--- src/rtl/sprite_slot_scheduler_pkg.sv ---
// Shared constants and types for the sprite slot scheduler.
package sprite_slot_scheduler_pkg;

    localparam int NUM_SLOTS  = 4;
    localparam int SPR_W      = 22;
    localparam int SPR_H      = 5;
    localparam int SCALE_LOG2 = 2;
    localparam int ADDR_W     = 9;
    localparam int SLOT_DEPTH = SPR_W * SPR_H;

    // On-screen window size of one sprite, kept at 11 bits so edge sprites clip
    localparam logic [10:0] WIN_W = 11'(SPR_W << SCALE_LOG2);
    localparam logic [10:0] WIN_H = 11'(SPR_H << SCALE_LOG2);

    // One slot's placement: enable plus top-left corner in screen pixels
    typedef struct packed {
        logic       en;
        logic [9:0] x;
        logic [9:0] y;
    } slot_cfg_t;

endpackage

--- src/rtl/sprite_slot_scheduler_if.sv ---
// Pixel, config, ROM and result signals of the sprite slot scheduler.
interface sprite_slot_scheduler_if;
    import sprite_slot_scheduler_pkg::*;

    logic              pix_en;
    logic [9:0]        hc;
    logic [9:0]        vc;
    logic              frame_start;
    logic              cfg_we;
    logic [1:0]        cfg_idx;
    logic              cfg_en;
    logic [9:0]        cfg_x;
    logic [9:0]        cfg_y;
    logic [ADDR_W-1:0] rom_addr;
    logic [3:0]        rom_data;
    logic [3:0]        pixel;
    logic              pixel_valid;
    logic [1:0]        hit_slot;
    logic              hit;
    logic              commit_pulse;

    modport slave (
        input  pix_en, hc, vc, frame_start,
        input  cfg_we, cfg_idx, cfg_en, cfg_x, cfg_y,
        input  rom_data,
        output rom_addr, pixel, pixel_valid, hit_slot, hit, commit_pulse
    );

    modport master (
        output pix_en, hc, vc, frame_start,
        output cfg_we, cfg_idx, cfg_en, cfg_x, cfg_y,
        output rom_data,
        input  rom_addr, pixel, pixel_valid, hit_slot, hit, commit_pulse
    );

endinterface

--- src/rtl/sprite_slot_hit.sv ---
// Window test and ROM address for one sprite slot at the current pixel.
module sprite_slot_hit
    import sprite_slot_scheduler_pkg::*;
#(
    parameter int SLOT_IDX = 0
) (
    input  slot_cfg_t         cfg,
    input  logic [9:0]        hc,
    input  logic [9:0]        vc,
    output logic              covered,
    output logic [ADDR_W-1:0] addr
);

    logic [10:0] x_end;
    logic [10:0] y_end;
    logic [9:0]  dx;
    logic [9:0]  dy;
    logic [9:0]  lx;
    logic [9:0]  ly;

    // Compare against 11-bit bounds, then scale the local offset down to texels
    always_comb begin
        x_end   = {1'b0, cfg.x} + WIN_W;
        y_end   = {1'b0, cfg.y} + WIN_H;
        covered = cfg.en
                  && (hc >= cfg.x) && ({1'b0, hc} < x_end)
                  && (vc >= cfg.y) && ({1'b0, vc} < y_end);
        dx      = hc - cfg.x;
        dy      = vc - cfg.y;
        lx      = dx >> SCALE_LOG2;
        ly      = dy >> SCALE_LOG2;
        // Only meaningful when covered; otherwise the top level ignores it
        addr    = ADDR_W'(SLOT_IDX * SLOT_DEPTH + int'(ly) * SPR_W + int'(lx));
    end

endmodule

--- src/rtl/sprite_slot_scheduler.sv ---
// Arbitrates 4 sprite slots onto one synchronous ROM port, 3-cycle pixel pipeline,
// with shadow/active slot registers committed at frame start.
module sprite_slot_scheduler
    import sprite_slot_scheduler_pkg::*;
(
    input  logic                    CLK,
    input  logic                    RST,
    sprite_slot_scheduler_if.slave  bus
);

    localparam logic [0:0] ST_IDLE    = 1'b0;
    localparam logic [0:0] ST_PENDING = 1'b1;

    slot_cfg_t         shadow_q [NUM_SLOTS];
    slot_cfg_t         shadow_d [NUM_SLOTS];
    slot_cfg_t         active_q [NUM_SLOTS];
    slot_cfg_t         active_d [NUM_SLOTS];
    logic [0:0]        state_q, state_d;
    logic              commit_pulse_q, commit_pulse_d;

    logic [NUM_SLOTS-1:0] slot_cov;
    logic [ADDR_W-1:0]    slot_addr [NUM_SLOTS];
    logic                 any_hit;
    logic [1:0]           win_idx;
    logic [ADDR_W-1:0]    win_addr;

    // Stage 1: address issued to the ROM
    logic              v1_q, v1_d;
    logic              hit1_q, hit1_d;
    logic [1:0]        slot1_q, slot1_d;
    logic [ADDR_W-1:0] rom_addr_q, rom_addr_d;
    // Stage 2: waiting for ROM data
    logic              v2_q, v2_d;
    logic              hit2_q, hit2_d;
    logic [1:0]        slot2_q, slot2_d;
    // Stage 3: resolved outputs
    logic              pixel_valid_q, pixel_valid_d;
    logic [3:0]        pixel_q, pixel_d;
    logic              hit_q, hit_d;
    logic [1:0]        hit_slot_q, hit_slot_d;

    genvar gi;
    generate
        for (gi = 0; gi < NUM_SLOTS; gi++) begin : g_slot
            sprite_slot_hit #(.SLOT_IDX(gi)) u_hit (
                .cfg     (active_q[gi]),
                .hc      (bus.hc),
                .vc      (bus.vc),
                .covered (slot_cov[gi]),
                .addr    (slot_addr[gi])
            );
        end
    endgenerate

    // Shadow writes and the IDLE/PENDING commit machine
    always_comb begin
        shadow_d       = shadow_q;
        active_d       = active_q;
        state_d        = state_q;
        commit_pulse_d = 1'b0;
        if (bus.cfg_we) begin
            shadow_d[bus.cfg_idx].en = bus.cfg_en;
            shadow_d[bus.cfg_idx].x  = bus.cfg_x;
            shadow_d[bus.cfg_idx].y  = bus.cfg_y;
        end
        case (state_q)
            ST_IDLE: begin
                if (bus.cfg_we) begin
                    state_d = ST_PENDING;
                end
            end
            default: begin
                if (bus.frame_start) begin
                    // Copy pre-edge shadow; a write in this same cycle waits for the next frame
                    active_d       = shadow_q;
                    commit_pulse_d = 1'b1;
                    state_d        = bus.cfg_we ? ST_PENDING : ST_IDLE;
                end
            end
        endcase
    end

    // Priority encode: scanning downwards leaves the lowest covering slot as winner
    always_comb begin
        any_hit  = 1'b0;
        win_idx  = 2'd0;
        win_addr = rom_addr_q;
        for (int i = NUM_SLOTS - 1; i >= 0; i--) begin
            if (slot_cov[i]) begin
                any_hit  = 1'b1;
                win_idx  = 2'(i);
                win_addr = slot_addr[i];
            end
        end
    end

    // Pixel pipeline next-state; rom_addr only moves on a hit
    always_comb begin
        v1_d       = bus.pix_en;
        hit1_d     = bus.pix_en & any_hit;
        slot1_d    = win_idx;
        rom_addr_d = rom_addr_q;
        if (bus.pix_en && any_hit) begin
            rom_addr_d = win_addr;
        end
        v2_d    = v1_q;
        hit2_d  = hit1_q;
        slot2_d = slot1_q;
        pixel_valid_d = v2_q;
        pixel_d       = pixel_q;
        hit_d         = hit_q;
        hit_slot_d    = hit_slot_q;
        if (v2_q) begin
            // Winner's transparent texel shows background; no fall-through
            pixel_d    = hit2_q ? bus.rom_data : 4'd0;
            hit_d      = hit2_q;
            hit_slot_d = slot2_q;
        end
    end

    // All state registers, cleared asynchronously
    always_ff @(posedge CLK or posedge RST) begin
        if (RST) begin
            for (int i = 0; i < NUM_SLOTS; i++) begin
                shadow_q[i] <= '0;
                active_q[i] <= '0;
            end
            state_q        <= ST_IDLE;
            commit_pulse_q <= 1'b0;
            v1_q           <= 1'b0;
            hit1_q         <= 1'b0;
            slot1_q        <= 2'd0;
            rom_addr_q     <= '0;
            v2_q           <= 1'b0;
            hit2_q         <= 1'b0;
            slot2_q        <= 2'd0;
            pixel_valid_q  <= 1'b0;
            pixel_q        <= 4'd0;
            hit_q          <= 1'b0;
            hit_slot_q     <= 2'd0;
        end else begin
            shadow_q       <= shadow_d;
            active_q       <= active_d;
            state_q        <= state_d;
            commit_pulse_q <= commit_pulse_d;
            v1_q           <= v1_d;
            hit1_q         <= hit1_d;
            slot1_q        <= slot1_d;
            rom_addr_q     <= rom_addr_d;
            v2_q           <= v2_d;
            hit2_q         <= hit2_d;
            slot2_q        <= slot2_d;
            pixel_valid_q  <= pixel_valid_d;
            pixel_q        <= pixel_d;
            hit_q          <= hit_d;
            hit_slot_q     <= hit_slot_d;
        end
    end

    assign bus.rom_addr     = rom_addr_q;
    assign bus.pixel        = pixel_q;
    assign bus.pixel_valid  = pixel_valid_q;
    assign bus.hit          = hit_q;
    assign bus.hit_slot     = hit_slot_q;
    assign bus.commit_pulse = commit_pulse_q;

endmodule

--- src/flat_wrapper.sv ---
// flat-port wrapper written by rule: the top's interface ports become plain ports
module sprite_slot_scheduler_flat import sprite_slot_scheduler_pkg::*;
  (CLK, RST, bus_pix_en, bus_hc, bus_vc, bus_frame_start, bus_cfg_we, bus_cfg_idx, bus_cfg_en, bus_cfg_x, bus_cfg_y, bus_rom_data, bus_rom_addr, bus_pixel, bus_pixel_valid, bus_hit_slot, bus_hit, bus_commit_pulse);
  sprite_slot_scheduler_if bus_i ();
  input  logic CLK;
  input  logic RST;
  input wire logic [$bits(bus_i.pix_en)-1:0] bus_pix_en;
  input wire logic [$bits(bus_i.hc)-1:0] bus_hc;
  input wire logic [$bits(bus_i.vc)-1:0] bus_vc;
  input wire logic [$bits(bus_i.frame_start)-1:0] bus_frame_start;
  input wire logic [$bits(bus_i.cfg_we)-1:0] bus_cfg_we;
  input wire logic [$bits(bus_i.cfg_idx)-1:0] bus_cfg_idx;
  input wire logic [$bits(bus_i.cfg_en)-1:0] bus_cfg_en;
  input wire logic [$bits(bus_i.cfg_x)-1:0] bus_cfg_x;
  input wire logic [$bits(bus_i.cfg_y)-1:0] bus_cfg_y;
  input wire logic [$bits(bus_i.rom_data)-1:0] bus_rom_data;
  output wire logic [$bits(bus_i.rom_addr)-1:0] bus_rom_addr;
  output wire logic [$bits(bus_i.pixel)-1:0] bus_pixel;
  output wire logic [$bits(bus_i.pixel_valid)-1:0] bus_pixel_valid;
  output wire logic [$bits(bus_i.hit_slot)-1:0] bus_hit_slot;
  output wire logic [$bits(bus_i.hit)-1:0] bus_hit;
  output wire logic [$bits(bus_i.commit_pulse)-1:0] bus_commit_pulse;
  assign bus_i.pix_en = bus_pix_en;
  assign bus_i.hc = bus_hc;
  assign bus_i.vc = bus_vc;
  assign bus_i.frame_start = bus_frame_start;
  assign bus_i.cfg_we = bus_cfg_we;
  assign bus_i.cfg_idx = bus_cfg_idx;
  assign bus_i.cfg_en = bus_cfg_en;
  assign bus_i.cfg_x = bus_cfg_x;
  assign bus_i.cfg_y = bus_cfg_y;
  assign bus_i.rom_data = bus_rom_data;
  assign bus_rom_addr = bus_i.rom_addr;
  assign bus_pixel = bus_i.pixel;
  assign bus_pixel_valid = bus_i.pixel_valid;
  assign bus_hit_slot = bus_i.hit_slot;
  assign bus_hit = bus_i.hit;
  assign bus_commit_pulse = bus_i.commit_pulse;
  sprite_slot_scheduler u_core (.CLK(CLK), .RST(RST), .bus(bus_i));
endmodule
--- config.mk ---
export PLATFORM = sky130hd
export DESIGN_NAME = sprite_slot_scheduler_flat
export DESIGN_NICKNAME = d
export VERILOG_FILES = /design/src/rtl/sprite_slot_scheduler_pkg.sv /design/src/rtl/sprite_slot_scheduler_if.sv /design/src/rtl/sprite_slot_hit.sv /design/src/rtl/sprite_slot_scheduler.sv /design/src/flat_wrapper.sv
export SDC_FILE = /design/constraint.sdc
export NUM_CORES = 1
export LEC_CHECK = 0
export BUFFER_PORTS_ARGS = -buffer_cell sky130_fd_sc_hd__buf_2
export CORE_ASPECT_RATIO = 0.9
export CORE_MARGIN = 2
export CORE_UTILIZATION = 60
export CTS_CLUSTER_DIAMETER = 150
export CTS_CLUSTER_SIZE = 12
export DETAILED_ROUTE_END_ITERATION = 6
export HOLD_SLACK_MARGIN = 0.08
export PLACE_DENSITY = 0.78
export SYNTH_ARGS = -nofsm -noshare
export SYNTH_HDL_FRONTEND = slang
export SYNTH_SLANG_ARGS = --single-unit
--- constraint.sdc ---
create_clock -name CLK -period 11.4 [get_ports CLK]
set_input_delay 2.28 -clock CLK [delete_from_list [all_inputs] [get_ports CLK]]
set_output_delay 2.28 -clock CLK [all_outputs]
set_load 0.02 [all_outputs]
# Word level (Yosys, flattened, before mapping)
# Cells that the tools add are included.
# totals
in_bits,52
regBits,195
out_inout_bits,18
# classes
bitwise,2
n_reduce_logical,21
mux,27
magnitude_cmp,18
addsub,23
mul,4
# op_table
cell,count
84-bit bitwise mux,3
21-bit demux with 2-bit select,3
10-bit by 11-bit < comparator with 1-bit output,8
10-bit greater-or-equal comparator,8
10-bit subtractor,8
10-bit by 5-bit adder with 11-bit output (second input constant),4
10-bit by 7-bit adder with 11-bit output (second input constant),4
9-bit adder,4
9-bit two-way mux,4
8-bit by 4-bit multiplier with 8-bit output (second input constant),4
21-bit two-way mux,1
20-bit two-way mux,1
9-bit adder (first input constant),2
1-bit logical AND,18
10-bit two-way mux,1
8-bit by 9-bit adder with 9-bit output (first input constant),1
1-bit two-way mux,9
2-bit two-way mux,4
4-bit two-way mux,1
2-bit AND reduction,2
4-bit nonzero test,1
3-bit greater-or-equal comparator (second input constant),1
3-bit by 1-bit < comparator with 1-bit output (second input constant),1
2-bit NOT with 3-bit output,1
1-bit AND,1

# Longest topological paths before layout
# depth
depth_word,11
depth_mapped,27
mapped_depth_nobuf,27

# Modules after synthesis
# From an unflattened synthesis, not the netlist that was laid out.
# hier_totals
cells_unflattened,1487
area_unflattened_um2,15508.6
# by_module_without_submodules
module,instances,seq_area_each_um2,area_each_um2,cells_each
sprite_slot_scheduler,1,4879.7,7408.4,453
sprite_slot_hit (u_core.g_slot[1].u_hit),1,0.0,2108.3,271
sprite_slot_hit (u_core.g_slot[2].u_hit),1,0.0,2077.0,268
sprite_slot_hit (u_core.g_slot[3].u_hit),1,0.0,1983.2,248
sprite_slot_hit (u_core.g_slot[0].u_hit),1,0.0,1931.9,247

# Worst setup path before layout
# Ideal clock, no wire load.
# synth_timing
path_type,input to register
startpoint,in bus_vc[1]
endpoint,"reg u_core.rom_addr_q[8], in the netlist u_core.bus.rom_addr[8]"
stages,22
setup_slack_ps,4427
required_ps,11272
path_buffers,0
t_arrival_ps,6845
cell_sequence,ha_1 nor2b_2 o31a_1 or2_1 a21o_1 a21oi_2 nor2b_1 nor2_1 xor2_1 inv_1 ha_1 fa_1 ha_1 xnor2_1 ha_1 ha_1 a21oi_1 o21ai_0 xnor2_1 xnor3_1 o2111ai_1 a21oi_1
# synth_between
elab_chain_cells,9
# synth_rtl
element,line,source
from (decl),flat_wrapper.sv:9,input wire logic [$bits(bus_i.vc)-1:0] bus_vc;
branches (longest 9 deep; another with 10-bit subtractor),--,
to (signal assigned),sprite_slot_scheduler.sv:149,rom_addr_q <= rom_addr_d;
to (decl),sprite_slot_scheduler.sv:31,"logic [ADDR_W-1:0] rom_addr_q, rom_addr_d;"
# Several ways; the timed one is not identified. The select of a mux whose other input is x is not followed.
# A chain may end at the register's enable or synchronous reset.

# Worst setup path in the final report
# layout_timing
startpoint,in bus_vc[2]
endpoint,"reg u_core.rom_addr_q[8], in the netlist u_core.bus.rom_addr[8]"
# The elaborated chain is that of the path after synthesis.

==> flow_metrics.env <==
export IMPL_endpoint_kind="register"
export IMPL_synthFlopType="dfrtp_1"
export IMPL_worstSetupStartpoint="bus_vc[2]"
export IMPL_place_congestion=0.911
export IMPL_fmax_mhz=143
export IMPL_die_w_um=172
export IMPL_die_height_um=155
export IMPL_ant_nets=0
export IMPL_synthToLayoutAreaGrowth_pct=8.10
export IMPL_yosysWarningCount=0
export IMPL_cts_buffers=17
export IMPL_layout_drive_gt1_share_pct=14.1
export IMPL_cts_tree="yes"
export IMPL_grt_max_degree=122
export IMPL_dp_hpwl_mm=28.1
export IMPL_fin_worst_skew_ps=14.5
export IMPL_cts_root_buf="clkbuf_16"
export IMPL_finalHoldViolCount=0
export IMPL_via_per_inst=5.93
export IMPL_cp_max_fo=8
export IMPL_whs_path_depth=0
export IMPL_syn_inst=1566
export IMPL_timing_hold_ws_ps=349
export IMPL_core_area_um2=25000
export IMPL_async_flop_share_pct=100
export IMPL_cp_depth=23
export IMPL_drt_wl_total_mm=36.8
export IMPL_critical_path_class="in2reg"
export IMPL_cp_data_arrival_time_ps=7310
export IMPL_synth_seq_cells=195
export IMPL_multi_input_comb_area_um2=9530
export IMPL_worstMarginPinSlew_ps=1200
export IMPL_antenna_found_initial=0
export IMPL_cts_sink_count=195
export IMPL_setup_violations=0
export IMPL_n_antenna_cell=0
export IMPL_rsz0062_at_grt="false"
export IMPL_post_cts_setup_buffer_count=0
export IMPL_rr_worst_depth=23
export IMPL_cp_start_kind="input pin"
export IMPL_crit_top_cell="ha_1"
export IMPL_critPathMaxStageDelay_ps=480
export IMPL_crit_chain="buf_2 > ha_1 > o21a_1 > o31a_1 > or2_1 > a21o_1 > a21oi_2 > nor2b_1 > nor2_1 > xor2_1 > inv_1 > ha_1 > fa_1 > ha_1 > xnor2_1 > ha_1 > ha_1 > a21oi_1 > o21ai_0 > xnor2_1 > xnor3_1 > o2111ai_1 > a21oi_1"
export IMPL_timing_rr_start="u_core.active_q[44]$_DFFE_PP0P_"
export IMPL_hold_start="u_core.slot1_q[1]$_DFF_PP0_"
export IMPL_fin_crit_ps=6980
export IMPL_synth_seq_area_share_pct=32.0
export IMPL_clockBufferDepth=2
export IMPL_ff_latch_area_um2=4880
export IMPL_dieArea_um2=26700
export IMPL_cp_top_family="adder cells"
export IMPL_drt_initial_drc_count=904
export IMPL_firstDrtPassIters=6
export IMPL_post_layout_nonfiller_instances=1983
export IMPL_status="completed"
export IMPL_syn_area_um2=15300
export IMPL_vias=11800
export IMPL_grt_total_usage_pct=28.5
export IMPL_grt_pass1_vias=11700
export IMPL_period_share_pct=61.3
export IMPL_synth_cell_types=72
export IMPL_initial_core_util_pct=60.9
export IMPL_nets=1943
export IMPL_nFillCells=2047
export IMPL_slew_violations=0
export IMPL_synth_nets=1880
export IMPL_avgRoutedWirePerCell_um=18.5
export IMPL_grt_ovfl_total=0
export IMPL_hold_class="reg2reg"
export IMPL_cap_viol_max_count=0
export IMPL_port_buffers=69
export IMPL_relSlewSlack_pct=20.1
export IMPL_cts_max_level=4
export IMPL_rows=55
export IMPL_worstPathRequired_ps=11730
export IMPL_clk_latency_ps=450
export IMPL_path_buf_inv=2
export IMPL_synth_edff_count=0
export IMPL_path_clk_slew_ps=70
export IMPL_grt_pass1_wl_mm=59.1
export IMPL_drcViolationCount=0
export IMPL_final_common_cell="ha_1"
export IMPL_postCtsHoldBufs=0
export IMPL_cp_slowest_cell="fa_1"
export IMPL_synth_avg_cell_area_um2=9.74
export IMPL_dp_cells=1952
export IMPL_tns_ps=0
export IMPL_final_cell_mix="242 x ha_1, 195 x dfrtp_1, 187 x inv_1"
export IMPL_io_pins=70
export IMPL_cts_resized=0
==> sequential cells by signal, indices dropped and copies added, names as in the netlist, 2 cells and up <==
name	count
u_core.active_q	84
u_core.shadow_q	84
u_core.bus.rom_addr	9
u_core.bus.pixel	4
u_core.bus.hit_slot	2
u_core.slot1_q	2
u_core.slot2_q	2
==> layer usage <==
metal | up-vias | track usage (%) | wire length [um]
met5 | - | 0 | 0
met3 | 58 | 4.40 | 2150
li1 | 5604 | - | -
met4 | 0 | 6.56 | 604
met2 | 345 | 46.3 | 17100
met1 | 5745 | 40.4 | 16900
==> stage by stage <==
step / setup WS [ps] / cell area (um^2) / util (%)
CTS: 4420 / 16500 / 65.8
global route: 4090 / 16500 / 65.8
finish: 4420 / 16500 / 65.8
global placement: 4090 / 15900 / 63.7
detailed placement: 3990 / 15900 / 63.7
floorplan: 3810 / 15300 / -
==> path summary, 6_finish.rpt <==
kind | to | slack, ps
min reg2reg | u_core.slot2_q[1]$_DFF_PP0_ | 350
max reg2reg | u_core.bus.rom_addr[8]$_DFFE_PP0P_ | 5970
max | u_core.bus.rom_addr[8]$_DFFE_PP0P_ | 4420
min in group asynchronous | u_core.shadow_q[16]$_DFFE_PP0P_ | 1940
max in group asynchronous | u_core.bus.rom_addr[2]$_DFFE_PP0P_ | 8020
min | u_core.slot2_q[1]$_DFF_PP0_ | 350
==> cell usage after synthesis, drive strengths merged (5+ instances only) <==
cell type	n	area [um^2]
nand2	96	360
xnor2	100	876
mux2i	19	190
nand3	20	100
o2111ai	6	52.6
buf	9	63.8
clkbuf	22	82.6
xor2	35	307
nor2b	17	109
inv	188	706
o21a	30	226
o211ai	8	65.1
nor4	5	31.3
mux2	100	1130
nand2b	7	43.8
a21o	23	173
fa	20	400
o21ai	127	636
or3	7	43.8
nor2	72	280
nand4	11	68.8
o21bai	10	75.1
dfrtp	195	4880
a21oi	87	450
a31oi	7	43.8
a211oi	10	75.1
nor3	23	115
or2	7	43.8
ha	242	3030
==> cell type report <==
| cell class | instances | share of cell area (%) |
|---|---|---|
| multi-input combinational | 1151 | 57.8 |
| sequential | 195 | 29.6 |
| inverter | 189 | 4.36 |
| clock buffer | 18 | 2.60 |
| tap | 342 | 2.59 |
| timing repair buffer | 75 | 2.37 |
| clock inverter | 13 | 0.728 |
==> logic make-up after synthesis <==
family	Yosys count	share of synthesized area, %
adder cells (fa/ha/maj)	262	22.5
XOR/XNOR	138	8.19
multiplexers	119	8.65
flip-flops	195	32.0
AND/OR/NAND/NOR	277	8.41
buffers and inverters	220	5.61
AO/OA/AOI/OAI	355	14.7
Power is not shown: default switching activity piles up to over one toggle a cycle in this logic, so the estimate is an artifact.
